`src/rtl/apb_pkg.sv`:
```
// rtl/apb_pkg.sv - shared APB bridge types and widths
// Purpose: FSM state encoding and bus widths used by the APB master bridge
//          and its address decoder.
package apb_pkg;

  localparam int APB_ADDR_W = 32;
  localparam int APB_DATA_W = 32;

  typedef enum logic [1:0] {
    IDLE   = 2'd0,
    SETUP  = 2'd1,
    ACCESS = 2'd2
  } apb_state_e;

endpackage

```
`src/rtl/apb_addr_decoder.sv`:
```
// rtl/apb_addr_decoder.sv - combinational host address to APB slave decode
// Purpose: decides whether a host address targets one of the APB slaves.
// Ports:
//   req_page  in  20          address bits [31:12] of the host request
//   hit       out 1           address is in the bridge window and idx < NUM_SLAVES
//   sel       out NUM_SLAVES  one-hot slave select, all zero on a miss
module apb_addr_decoder
  import apb_pkg::*;
#(
  parameter int          NUM_SLAVES = 4,
  parameter logic [15:0] BASE_HI    = 16'h1000
) (
  input  logic [APB_ADDR_W-13:0] req_page,
  output logic                   hit,
  output logic [NUM_SLAVES-1:0]  sel
);

  localparam logic [4:0] NUM_SLAVES_W = 5'(NUM_SLAVES);

  logic [3:0] w_idx;

  assign w_idx = req_page[3:0];

  // Extra top bit on the compare keeps NUM_SLAVES=16 representable.
  assign hit = (req_page[19:4] == BASE_HI) && ({1'b0, w_idx} < NUM_SLAVES_W);

  always_comb begin
    sel = '0;
    for (int i = 0; i < NUM_SLAVES; i++) begin
      sel[i] = hit && (w_idx == 4'(i));
    end
  end

endmodule

```
`src/rtl/apb_master_bridge.sv`:
```
// rtl/apb_master_bridge.sv - single-outstanding host to APB3 master bridge
// Purpose: turns host requests into APB SETUP/ACCESS transfers, decodes the
//          target slave, and aborts an ACCESS phase that exceeds TIMEOUT cycles.
// Ports:
//   PCLK, PRESET                 clock, async active-low reset
//   req_valid/ready/write/addr/wdata   host request (accepted only in IDLE)
//   rsp_valid/rdata/err          registered one-cycle host response
//   PADDR/PWRITE/PWDATA/PENABLE  shared APB request signals
//   PSEL                         one-hot slave select
//   PREADY/PRDATA                per-slave ready and read data
module apb_master_bridge
  import apb_pkg::*;
#(
  parameter int          NUM_SLAVES = 4,
  parameter logic [15:0] BASE_HI    = 16'h1000,
  parameter int          TIMEOUT    = 16
) (
  input  logic                   PCLK,
  input  logic                   PRESET,
  input  logic                   req_valid,
  output logic                   req_ready,
  input  logic                   req_write,
  input  logic [APB_ADDR_W-1:0]  req_addr,
  input  logic [APB_DATA_W-1:0]  req_wdata,
  output logic                   rsp_valid,
  output logic [APB_DATA_W-1:0]  rsp_rdata,
  output logic                   rsp_err,
  output logic [APB_ADDR_W-1:0]  PADDR,
  output logic                   PWRITE,
  output logic [APB_DATA_W-1:0]  PWDATA,
  output logic                   PENABLE,
  output logic [NUM_SLAVES-1:0]  PSEL,
  input  logic [NUM_SLAVES-1:0]  PREADY,
  input  logic [APB_DATA_W-1:0]  PRDATA [NUM_SLAVES]
);

  localparam int               CNT_W     = $clog2(TIMEOUT + 1);
  localparam logic [CNT_W-1:0] CNT_LIMIT = CNT_W'(TIMEOUT);

  apb_state_e              r_state;
  apb_state_e              w_state_next;
  logic [NUM_SLAVES-1:0]   r_sel;
  logic [CNT_W-1:0]        r_cnt;
  logic [CNT_W-1:0]        w_cnt_inc;
  logic                    w_hit;
  logic [NUM_SLAVES-1:0]   w_sel;
  logic                    w_pready;
  logic                    w_timeout;
  logic [APB_DATA_W-1:0]   w_prdata;

  apb_addr_decoder #(
    .NUM_SLAVES (NUM_SLAVES),
    .BASE_HI    (BASE_HI)
  ) u_decoder (
    .req_page (req_addr[APB_ADDR_W-1:12]),
    .hit      (w_hit),
    .sel      (w_sel)
  );

  // Only the latched slave's PREADY/PRDATA are visible; the rest are masked.
  always_comb begin
    w_pready = |(PREADY & r_sel);
    w_prdata = '0;
    for (int i = 0; i < NUM_SLAVES; i++) begin
      w_prdata = w_prdata | (PRDATA[i] & {APB_DATA_W{r_sel[i]}});
    end
  end

  // r_cnt holds ACCESS cycles already completed; w_cnt_inc includes this one.
  assign w_cnt_inc = r_cnt + CNT_W'(1);
  assign w_timeout = (r_state == ACCESS) && (w_cnt_inc == CNT_LIMIT);

  always_ff @(posedge PCLK or negedge PRESET) begin
    if (!PRESET) begin
      r_state <= IDLE;
    end else begin
      r_state <= w_state_next;
    end
  end

  always_comb begin
    w_state_next = r_state;
    req_ready    = 1'b0;
    PSEL         = '0;
    PENABLE      = 1'b0;
    case (r_state)
      IDLE: begin
        req_ready = 1'b1;
        if (req_valid && w_hit) begin
          w_state_next = SETUP;
        end
      end
      SETUP: begin
        PSEL         = r_sel;
        w_state_next = ACCESS;
      end
      ACCESS: begin
        PSEL    = r_sel;
        PENABLE = 1'b1;
        if (w_pready || w_timeout) begin
          w_state_next = IDLE;
        end
      end
      default: w_state_next = IDLE;
    endcase
  end

  always_ff @(posedge PCLK or negedge PRESET) begin
    if (!PRESET) begin
      PADDR     <= '0;
      PWRITE    <= 1'b0;
      PWDATA    <= '0;
      r_sel     <= '0;
      r_cnt     <= '0;
      rsp_valid <= 1'b0;
      rsp_rdata <= '0;
      rsp_err   <= 1'b0;
    end else begin
      rsp_valid <= 1'b0;
      rsp_rdata <= '0;
      rsp_err   <= 1'b0;
      case (r_state)
        IDLE: begin
          if (req_valid) begin
            if (w_hit) begin
              PADDR  <= req_addr;
              PWRITE <= req_write;
              PWDATA <= req_wdata;
              r_sel  <= w_sel;
            end else begin
              rsp_valid <= 1'b1;
              rsp_err   <= 1'b1;
            end
          end
        end
        SETUP: r_cnt <= '0;
        ACCESS: begin
          r_cnt <= w_cnt_inc;
          if (w_pready) begin
            rsp_valid <= 1'b1;
            rsp_rdata <= PWRITE ? '0 : w_prdata;
          end else if (w_timeout) begin
            rsp_valid <= 1'b1;
            rsp_err   <= 1'b1;
          end
        end
        default: ;
      endcase
    end
  end

endmodule

```
`config.mk`:
```
export PLATFORM = sky130hd
export DESIGN_NAME = apb_master_bridge
export DESIGN_NICKNAME = d
export VERILOG_FILES = /design/src/rtl/apb_pkg.sv /design/src/rtl/apb_addr_decoder.sv /design/src/rtl/apb_master_bridge.sv
export SDC_FILE = /design/constraint.sdc
export NUM_CORES = 1
export LEC_CHECK = 0
export ABC_AREA = 1
export CORE_AREA = 2 2 118 120
export CTS_BUF_LIST = sky130_fd_sc_hd__clkbuf_16
export DETAILED_ROUTE_END_ITERATION = 10
export DIE_AREA = 0 0 120 122
export PLACE_DENSITY = 0.9
export SYNTH_ARGS = -nofsm -noshare
export SYNTH_HDL_FRONTEND = slang
export SYNTH_SLANG_ARGS = --single-unit
```
`constraint.sdc`:
```
create_clock -name PCLK -period 3 [get_ports PCLK]
set_clock_uncertainty 0.05 [all_clocks]
set_input_delay 0.6 -clock PCLK [delete_from_list [all_inputs] [get_ports PCLK]]
set_output_delay 0.6 -clock PCLK [all_outputs]
set_load 0.05 [all_outputs]
```
# Yosys cells after proc, flatten, opt, wreduce, memory -nomap -nowiden
# Cells that the tools add are included.
[word_totals]
reg_bits = 110
mem_count = 0
latch_bits = 0
mem_bits_rw = 0
out_inout_bits = 105
word_cells = 60
input_bits = 200
mem_bits_ro = 0
[op_classes]
n_bitwise = 8
n_mul = 0
n_mux = 17
n_eq_ne = 9
reduce_logical = 15
order_cmp = 1
addsub = 1
div_mod_pow = 0
n_shift = 0
[op_table]
columns = ["op", "count"]
rows = [
  ["$and 32x32->32", 4],
  ["$mux 32", 3],
  ["$or 32x32->32", 3],
  ["$eq 16x13->1 const B", 1],
  ["$pmux 5 s2", 1],
  ["$eq 4x2->1 const B", 2],
  ["$logic_and 1x1->1", 7],
  ["$mux 1", 7],
  ["$pmux 2 s3", 1],
  ["$add 5x1->5 const B", 1],
  ["$eq 5x5->1 const B", 1],
  ["$and 4x4->4", 1],
  ["$eq 4x1->1 const B", 1],
  ["$logic_not 4->1", 1],
  ["$lt 4x3->1 const B", 1],
  ["$mux 2", 2],
  ["$mux 4", 1],
  ["$pmux 1 s2", 2],
  ["$reduce_or 4->1", 1],
  ["$reduce_and 3->1", 1],
  ["$eq 2x1->1 const B", 1],
  ["$eq 2x2->1 const B", 1],
  ["$logic_not 2->1", 1],
  ["$ne 2x1->1 const B", 1],
  ["5 further kinds", 5],
]

# Depth between registers and ports, before layout
# Gate-level depths: netlist (run 1).
[logic_depth]
depth_word = 7
depth_mapped = 10
depth_no_buf = 10

# Hierarchy
# A second synthesis (run 1) with hierarchy kept.
[hier_totals]
hier_cells = 609
area_unflattened_um2 = 4988.5
[by_module_without_submodules]
columns = ["mod", "seq_area_each_um2", "cells_each", "instances", "area_each_um2"]
rows = [
  ["apb_master_bridge", 2752.6, 581, 1, 4862.2],
  ["apb_addr_decoder", 0.0, 28, 1, 126.4],
]

# Least setup slack after synthesis (run 1)
# No wires, ideal clock.
[synth_path]
path_type = "register -> output"
start = "register r_state[0]"
end = "output port PSEL[0]"
required_time_ns = 2.350
path_slack_ns = 1.012
stages_incl_launch_ff = 6
arrival_ns = 1.338
n_path_buf = 1
path_cell_list = "dfrtp_1 -> inv_1 -> ha_1 -> clkbuf_1 -> nand2_1 -> inv_1"
[synth_via]
elab_chain_cells = 3
word_cells_on_any_way = 4
classes_between = "eq/ne (2); mux (1); reduce/logical (1)"
[synth_rtl]
columns = ["element", "line", "text"]
rows = [
  ["start: declaration", "apb_master_bridge.sv:40", "apb_state_e r_state;"],
  ["start signal: assignment", "apb_master_bridge.sv:77", "r_state <= w_state_next;"],
  ["$eq 2x2->1 or $eq 2x1->1 (tied branches)", "apb_master_bridge.sv:86", "case (r_state)"],
  ["$reduce_or 2->1 (no line) *", "--", ""],
  ["$mux 4 *", "apb_master_bridge.sv:86", ""],
  ["end: declaration", "apb_master_bridge.sv:32", "output logic [NUM_SLAVES-1:0] PSEL,"],
]
# Every way passes the cells marked *; elsewhere a longest branch is shown, timed or not.

# Worst setup path in the final report (run 1)
[layout_path]
start = "register r_state[0]"
end = "output port PENABLE"
[layout_via]
elab_chain_cells = 2
[layout_rtl]
columns = ["element", "line", "text"]
rows = [
  ["$eq 2x2->1", "apb_master_bridge.sv:86", ""],
  ["$mux 1", "apb_master_bridge.sv:86", ""],
  ["end: declaration", "apb_master_bridge.sv:31", "output logic PENABLE,"],
]
# No other way between the ends.

==> results of run 1 <==
## worst paths after layout
path,from,endpoint,slack [ps]
min in group PCLK,PADDR[25],PADDR[25],420
max in group asynchronous,PRESET,r_cnt[1],1900
min,PRESET,PWDATA[26],240
max reg2reg,r_state[0],PWDATA[17],1210
min reg2reg,PADDR[25],PADDR[25],420
max,r_state[0],PENABLE,300
## metrics by stage
stage               worst slack [ps]  power [W]  area, sq um
detailed placement               572    0.00184         8090
floorplan                       1010    0.00153         4900
CTS                              289    0.00314         8420
global route                     232    0.00322         8420
global placement                 679    0.00183         8090
finish                           300    0.00311         8420
## flip-flops by register name (all words and copies together), names as in the netlist
signal     cells
rsp_err        1
r_sel          4
rsp_valid      1
PWRITE         1
PADDR         32
r_state        2
PWDATA        32
r_cnt          5
rsp_rdata     32
## power by group through the flow
stage                     clock [W]  combinational, W  sequential (W)
after floorplan                   0         0.0000116         0.00152
final                       0.00130          0.000321         0.00148
after global placement            0          0.000319         0.00151
after detailed placement          0          0.000322         0.00151
after CTS                   0.00133          0.000324         0.00148
after global routing        0.00139          0.000343         0.00148
## kinds of logic (layout without fill, tap and decap cells)
family | after synthesis | in the layout | synth area share
adders and majority gates | 5 | 5 | 0.0128
DFF | 110 | 110 | 0.562
buffers and inverters | 69 | 366 | 0.0631
and+or+nand+nor | 369 | 369 | 0.299
AOI/OAI and AO/OA | 38 | 38 | 0.0636
## synth_stat cells (all sizes together)
| cell | instances | area (sq um) |
|---|---|---|
| nor2 | 48 | 198 |
| a221oi | 32 | 280 |
| buf | 10 | 87.6 |
| nand3 | 16 | 90.1 |
| clkbuf | 22 | 82.6 |
| o22ai | 1 | 6.26 |
| o21ai | 5 | 25.0 |
| nor3 | 1 | 16.3 |
| inv | 37 | 139 |
| and2 | 1 | 6.26 |
| dfrtp | 110 | 2750 |
| nand4 | 2 | 12.5 |
| or2 | 1 | 6.26 |
| nand3b | 2 | 15.0 |
| nand2 | 298 | 1120 |
| ha | 5 | 62.6 |
## final cells by class
class	instances	area share
clock buffer	9	0.0267
clock inverter	7	0.0125
inverter	37	0.0165
multi-input combinational	412	0.219
sequential	110	0.327
tap	180	0.0267
timing repair buffer	313	0.372
## metal layers
metal	vias up	wire length (microns)	global-route usage
li1	2434	-	-
met1	2336	6130	0.241
met2	255	8160	0.385
met3	30	1170	0.0398
met4	0	407	0.0890
met5	-	0	0
==> impl_metrics.tcl, run 1 <==
set metrics [dict create \
    path_depth 3 \
    worstHoldPathType "input pin to asynchronous set/reset pin" \
    yosysUniqueCellTypes 20 \
    status "finished, final reports clean" \
    core_sq_um 13500 \
    firstDrtPassIters 5 \
    timing.final.max_slew_violations 0 \
    fin_crit_sh 0.900 \
    postSynthCellCount 591 \
    crit_fanout 8 \
    top_level_ports 305 \
    synth_seq_cells 110 \
    avgSynthCellArea_sq_um 8.29 \
    dieWidth_microns 120 \
    crit_chain "inv_1 -> ha_1 -> clkdlybuf4s50_1" \
    critPathArrivalTime_ps 2050 \
    p_per_area_nw_per_um2 369 \
    critical_path.startpoint_type "flip-flop" \
    final_cell_mix "clkdlybuf4s50_1, nand2_1, dfrtp_1, nor2_1, inv_1" \
    tns_ps 0 \
    internal_power_w 0.00246 \
    netlist_area_sq_um 4900 \
    slew_headroom 0.552 \
    grt_usage 0.211 \
    cp.required_ps 2350 \
    place.gp.congestion 0.874 \
    initial_utilization 0.363 \
    dpl.hpwl_mm 12.1 \
    grt_max_degree 60 \
    vias_per_cell 4.73 \
    detail-route-antenna-nets 0 \
    ys_seq_area_frac 0.562 \
    cp-end-kind "output port" \
    power_frac_comb 0.103 \
    drive_gt1_frac 0.0484 \
    grt_pass1_vias 5054 \
    via_count 5055 \
    final_cells 1068 \
    rsz0062_at_grt "no" \
    post_drt_wl_per_cell_microns 14.9 \
    cts.clk_slew.worst_paths_ps 80 \
    dieArea_sq_um 14600 \
    postCtsSetupRepairBufs 0 \
    n_antenna_cell 0 \
    p_leak_nw 4.05 \
    wirelength_mm 15.9 \
    sw_frac_of_total 0.208 \
    fp.dieH_microns 122 \
    p_switching_w 0.000646 \
    syn-num-nets 796 \
    cts_hold_buf 0 \
    grt_pass1_wl_mm 24.3 \
    areaGrowthSynthToFinish_pct 71.9 \
    clk_latency_ps 340 \
    clock_sinks 110 \
    clock_path_buffers 2 \
    max_freq_mhz 370 \
    finalHoldViolCount 0 \
    clkPwrFrac 0.419 \
    path_class "flip-flop to output port" \
    cts_tree "done" \
    seqPwrFrac 0.478 \
    cts_made_buffers 9 \
    grt_overflow 0 \
    ys_warn_count 0 \
    cp_num_buf_inv 2 \
    tightest_slew_ps 673 \
    regArea_sq_um 2750 \
    cts_resized 0 \
    final_nets 1088 \
    layout_commonest_cell "clkdlybuf4s50_1" \
    place.port_buffers 304 \
    fill_cells 1095 \
    cp_slowest_stage_delay_ps 870 \
    ir_drop_v 0.000228 \
    fin_crit_ps 2700 \
    row_count 43 \
    htreeDepth 3 \
    clockRootBuffer "clkbuf_16" \
    path_delay_family "buffers and inverters" \
    whs_ps 245 \
    final_util 0.624 \
    place_inst 1052 \
    cap_violations 0 \
    r2r_cells 7 \
    grt_antenna_before_repair 0 \
    drc 0 \
    setup_violations 0 \
    cp_slowest_cell "clkdlybuf4s50_1" \
    multi_input_area_sq_um 1840 \
    drt_iter0_markers 280 \
]
(Power assumes the default switching activity.)
==> inputs of run 2 (changes only) <==
--- a/config.mk
+++ b/config.mk
@@ -11,6 +11,7 @@
 export DETAILED_ROUTE_END_ITERATION = 10
 export DIE_AREA = 0 0 120 122
 export PLACE_DENSITY = 0.9
+export REMOVE_ABC_BUFFERS = 1
 export SYNTH_ARGS = -nofsm -noshare
 export SYNTH_HDL_FRONTEND = slang
 export SYNTH_SLANG_ARGS = --single-unit
==> run 2 against run 1 <==
  * Worst setup slack gained 42 ps
  * Worst hold slack lost 150 ps
  * Flip-flop and latch count is the same
  * Critical path depth is the same
  * Global-route usage is essentially flat
  * Sequential share of layout area grew 0.13 points
  * Combinational power is essentially flat
  * Fmax grew 1.6%
  * Total power shrank 3.7%
  * Wire length is essentially flat
  * Via count shrank 0.79%
  * Largest cell class unchanged
==> impl_metrics.tcl, run 2 (synthesized netlist as in run 1, its figures left out) <==
set metrics [dict create \
    path_class "flip-flop to output port" \
    row_count 43 \
    cp-end-kind "output port" \
    postCtsSetupRepairBufs 0 \
    cap_violations 0 \
    detail-route-antenna-nets 0 \
    final_cells 1069 \
    areaGrowthSynthToFinish_pct 71.2 \
    dpl.hpwl_mm 12.5 \
    vias_per_cell 4.69 \
    dieArea_sq_um 14600 \
    tns_ps 0 \
    rsz0062_at_grt "no" \
    cts_tree "done" \
    cts_resized 0 \
    status "finished, final reports clean" \
    layout_commonest_cell "clkdlybuf4s50_1" \
    cp.required_ps 2350 \
    grt_antenna_before_repair 0 \
    fp.dieH_microns 122 \
    slew_headroom 0.624 \
    p_leak_nw 4.05 \
    dieWidth_microns 120 \
    critPathArrivalTime_ps 2010 \
    core_sq_um 13500 \
    p_per_area_nw_per_um2 356 \
    htreeDepth 3 \
    grt_overflow 0 \
    crit_fanout 8 \
    clock_sinks 110 \
    drt_iter0_markers 262 \
    cts_hold_buf 0 \
    cp_slowest_cell "clkdlybuf4s50_1" \
    initial_utilization 0.363 \
    place.gp.congestion 0.822 \
    via_count 5015 \
    tightest_slew_ps 562 \
    setup_violations 0 \
    ir_drop_v 0.000272 \
    timing.final.max_slew_violations 0 \
    n_antenna_cell 0 \
    max_freq_mhz 376 \
    cts_made_buffers 9 \
    finalHoldViolCount 0 \
    worstHoldPathType "input pin to asynchronous set/reset pin" \
    post_drt_wl_per_cell_microns 14.8 \
    critical_path.startpoint_type "flip-flop" \
    clock_path_buffers 2 \
    cp_num_buf_inv 2 \
    top_level_ports 305 \
    final_cell_mix "clkdlybuf4s50_1, nand2_1, dfrtp_1, nor2_1, inv_1" \
    fin_total_pwr_w 0.00299 \
    fill_cells 1136 \
    fin_crit_ps 2660 \
    grt_usage 0.211 \
    drive_gt1_frac 0.0495 \
    firstDrtPassIters 4 \
    grt_pass1_wl_mm 24.2 \
    fin_crit_sh 0.886 \
    wirelength_mm 15.9 \
    grt_pass1_vias 4942 \
    place_inst 1053 \
    top_regs "PADDR (32), PWDATA (32), rsp_rdata (32)" \
    crit_chain "inv_1 -> ha_1 -> clkdlybuf4s50_1" \
    clk_latency_ps 340 \
    final_nets 1089 \
    cp_slowest_stage_delay_ps 870 \
    drc 0 \
    path_delay_family "buffers and inverters" \
    grt_max_degree 64 \
    cts.clk_slew.worst_paths_ps 80 \
    place.port_buffers 304 \
    clockRootBuffer "clkbuf_16" \
]
run 2: changes by cell type in the layout (fill, tap and decap cells not counted), sizes merged:
cell,delta
bufinv,-2
inv,+2
buf,+1
clkinv,+1
clkinvlp,-1
run 2: final timing paths:
| check | cells past startpoint | slack, ps | endpoint | start |
|---|---|---|---|---|
| setup reg to reg | 7 | 1300 | PWDATA[23] | r_state[1] |
| hold reg to reg | 2 | 420 | PADDR[24] | PADDR[24] |
| min in group PCLK | 2 | 420 | PADDR[24] | PADDR[24] |
| max in group asynchronous | 2 | 2040 | rsp_rdata[13] | PRESET |
| setup / recovery | 3 | 340 | PENABLE | r_state[0] |
| hold / removal | 1 | 100 | PWDATA[25] | PRESET |
run 2: per-stage QoR:
stage | setup slack (ps) | util | cell area, sq um | hold slack [ps]
6_report | 342 | 0.621 | 8390 | 97.5
4_1_cts | 335 | 0.621 | 8390 | 99.6
2_1_floorplan | 372 | - | 4730 | 254
3_3_place_gp | 734 | 0.599 | 8090 | 397
3_5_place_dp | 688 | 0.599 | 8090 | 401
5_1_grt | 277 | 0.621 | 8390 | 100
run 2: final cells by class:
cell class / count / area, sq um / share of cell area
clock buffer: 9 / 225 / 0.0268
clock inverter: 7 / 76.3 / 0.00910
inverter: 37 / 139 / 0.0166
multi-input combinational: 412 / 1840 / 0.220
sequential: 110 / 2750 / 0.328
tap: 180 / 225 / 0.0268
timing repair buffer: 314 / 3130 / 0.373
run 2: power by group:
part	leakage (nW)	total [W]	switching [W]	internal, W
registers	1.53	0.00148	0.000000406	0.00148
logic	2.37	0.000321	0.0000863	0.000234
clock network	0.147	0.00119	0.000594	0.000592
run 2: metal layers:
layer | track usage | vias to the layer above | wire length [microns]
met2 | 0.400 | 219 | 8450
met4 | 0.0647 | 0 | 248
met5 | 0 | - | 0
met3 | 0.0487 | 20 | 1170
met1 | 0.234 | 2338 | 6000
li1 | - | 2438 | -
==> inputs of run 3 (changes only) <==
--- a/config.mk
+++ b/config.mk
@@ -8,8 +8,10 @@
 export ABC_AREA = 1
 export CORE_AREA = 2 2 118 120
 export CTS_BUF_LIST = sky130_fd_sc_hd__clkbuf_16
+export CTS_CLUSTER_SIZE = 16
 export DETAILED_ROUTE_END_ITERATION = 10
 export DIE_AREA = 0 0 120 122
+export MAX_ROUTING_LAYER = met4
 export PLACE_DENSITY = 0.9
 export REMOVE_ABC_BUFFERS = 1
 export SYNTH_ARGS = -nofsm -noshare
==> run 3 against run 2 <==
  * Largest power group unchanged
  * Register-to-register slack hardly changed
  * Final cell count did not move
  * Sequential power is essentially flat
  * Worst setup slack improved by 6.0 ps
  * Sequential share of layout area is the same
==> impl_metrics.tcl, run 3 (synthesized netlist as in run 1, its figures left out) <==
set metrics [dict create \
    post_drt_wl_per_cell_microns 14.9 \
    top_regs "PADDR (32), PWDATA (32), rsp_rdata (32)" \
    clock_path_buffers 2 \
    grt_antenna_before_repair 0 \
    drt_iter0_markers 259 \
    n_antenna_cell 0 \
    cts_resized 0 \
    max_freq_mhz 377 \
    cp_slowest_stage_delay_ps 860 \
    place.gp.congestion 0.834 \
    cap_violations 0 \
    crit_chain "inv_1 -> ha_1 -> clkdlybuf4s50_1" \
    setup_violations 0 \
    slew_headroom 0.624 \
    rsz0062_at_grt "no" \
    tightest_slew_ps 562 \
    final_cells 1069 \
    grt_max_degree 64 \
    areaGrowthSynthToFinish_pct 71.2 \
    clk_latency_ps 350 \
    cts_made_buffers 9 \
    dpl.hpwl_mm 12.5 \
    p_per_area_nw_per_um2 356 \
    finalHoldViolCount 0 \
    cp.required_ps 2350 \
    wirelength_mm 15.9 \
    cts.clk_slew.worst_paths_ps 80 \
    status "finished, final reports clean" \
    fin_crit_ps 2650 \
    cp-end-kind "output port" \
    critical_path.startpoint_type "flip-flop" \
    core_sq_um 13500 \
    clockRootBuffer "clkbuf_16" \
    firstDrtPassIters 5 \
    critPathArrivalTime_ps 2000 \
    ir_drop_v 0.000271 \
    grt_overflow 0 \
    whs_ps 96.9 \
    cts_hold_buf 0 \
    dieWidth_microns 120 \
    grt_usage 0.218 \
    timing.final.max_slew_violations 0 \
    via_count 5021 \
    row_count 43 \
    drc 0 \
    place.port_buffers 304 \
    worstHoldPathType "input pin to asynchronous set/reset pin" \
    drive_gt1_frac 0.0495 \
    grt_pass1_vias 4954 \
    place_inst 1053 \
    final_cell_mix "clkdlybuf4s50_1, nand2_1, dfrtp_1, nor2_1, inv_1" \
    fin_crit_sh 0.884 \
    final_nets 1089 \
    path_class "flip-flop to output port" \
    htreeDepth 3 \
    cts_tree "done" \
    cp_slowest_cell "clkdlybuf4s50_1" \
    r2r_setup_slack_ps 1300 \
    clock_sinks 110 \
    detail-route-antenna-nets 0 \
    grt_pass1_wl_mm 24.2 \
    top_level_ports 305 \
    crit_fanout 8 \
    tns_ps 0 \
    postCtsSetupRepairBufs 0 \
    vias_per_cell 4.70 \
    p_leak_nw 4.05 \
    dieArea_sq_um 14600 \
    fp.dieH_microns 122 \
    layout_commonest_cell "clkdlybuf4s50_1" \
    initial_utilization 0.363 \
]
-- run 3: cell counts in the layout (fill, tap and decap cells not counted) --
No cell type changed its count.
-- run 3: final cells by class --
cell class | instances | area, sq um
flip-flops and latches | 110 | 2750
clock inverters | 7 | 76.3
inverters | 37 | 139
well taps | 180 | 225
multi-input cells | 412 | 1840
clock buffers | 9 | 225
repair buffers | 314 | 3130
fillers | 1136 | 5110
-- run 3: where the power goes --
part | internal (W) | switching [W]
Sequential | 0.00148 | 0.000000406
Combinational | 0.000234 | 0.0000867
Clock | 0.000592 | 0.000594
-- run 3: routing by layer --
metal	global-route usage	routed length (microns)	vias up	share of wire
met5	-	0	-	0
met4	0.0647	246	0	0.015
met2	0.400	8470	222	0.53
met1	0.237	6070	2340	0.38
met3	0.0435	1110	21	0.070
li1	-	-	2438	-
-- run 3: per-stage QoR --
stage	setup slack [ps]	util	cell area (sq um)	power, W
floorplan	372	-	4730	0.00153
global placement	734	0.599	8090	0.00183
detailed placement	688	0.599	8090	0.00184
CTS	335	0.621	8390	0.00302
global route	277	0.621	8390	0.00312
finish	348	0.621	8390	0.00299
-- run 3: critical path, delay by kind of cell, from the launching register on --
kind,cells,cell delay [ps]
adder cells (fa/ha/maj),1,310
flip-flops,1,400
buffers and inverters,2,940
-- run 3: path summary, 6_finish.rpt --
| path | start | end | cells past startpoint |
|---|---|---|---|
| max | r_state[0] | PENABLE | 3 |
| min | PRESET | PWDATA[25] | 1 |
| max reg2reg | r_state[1] | PWDATA[15] | 8 |
| min reg2reg | PADDR[24] | PADDR[24] | 2 |
| max in group asynchronous | PRESET | rsp_rdata[13] | 2 |
| min in group PCLK | PADDR[24] | PADDR[24] | 2 |
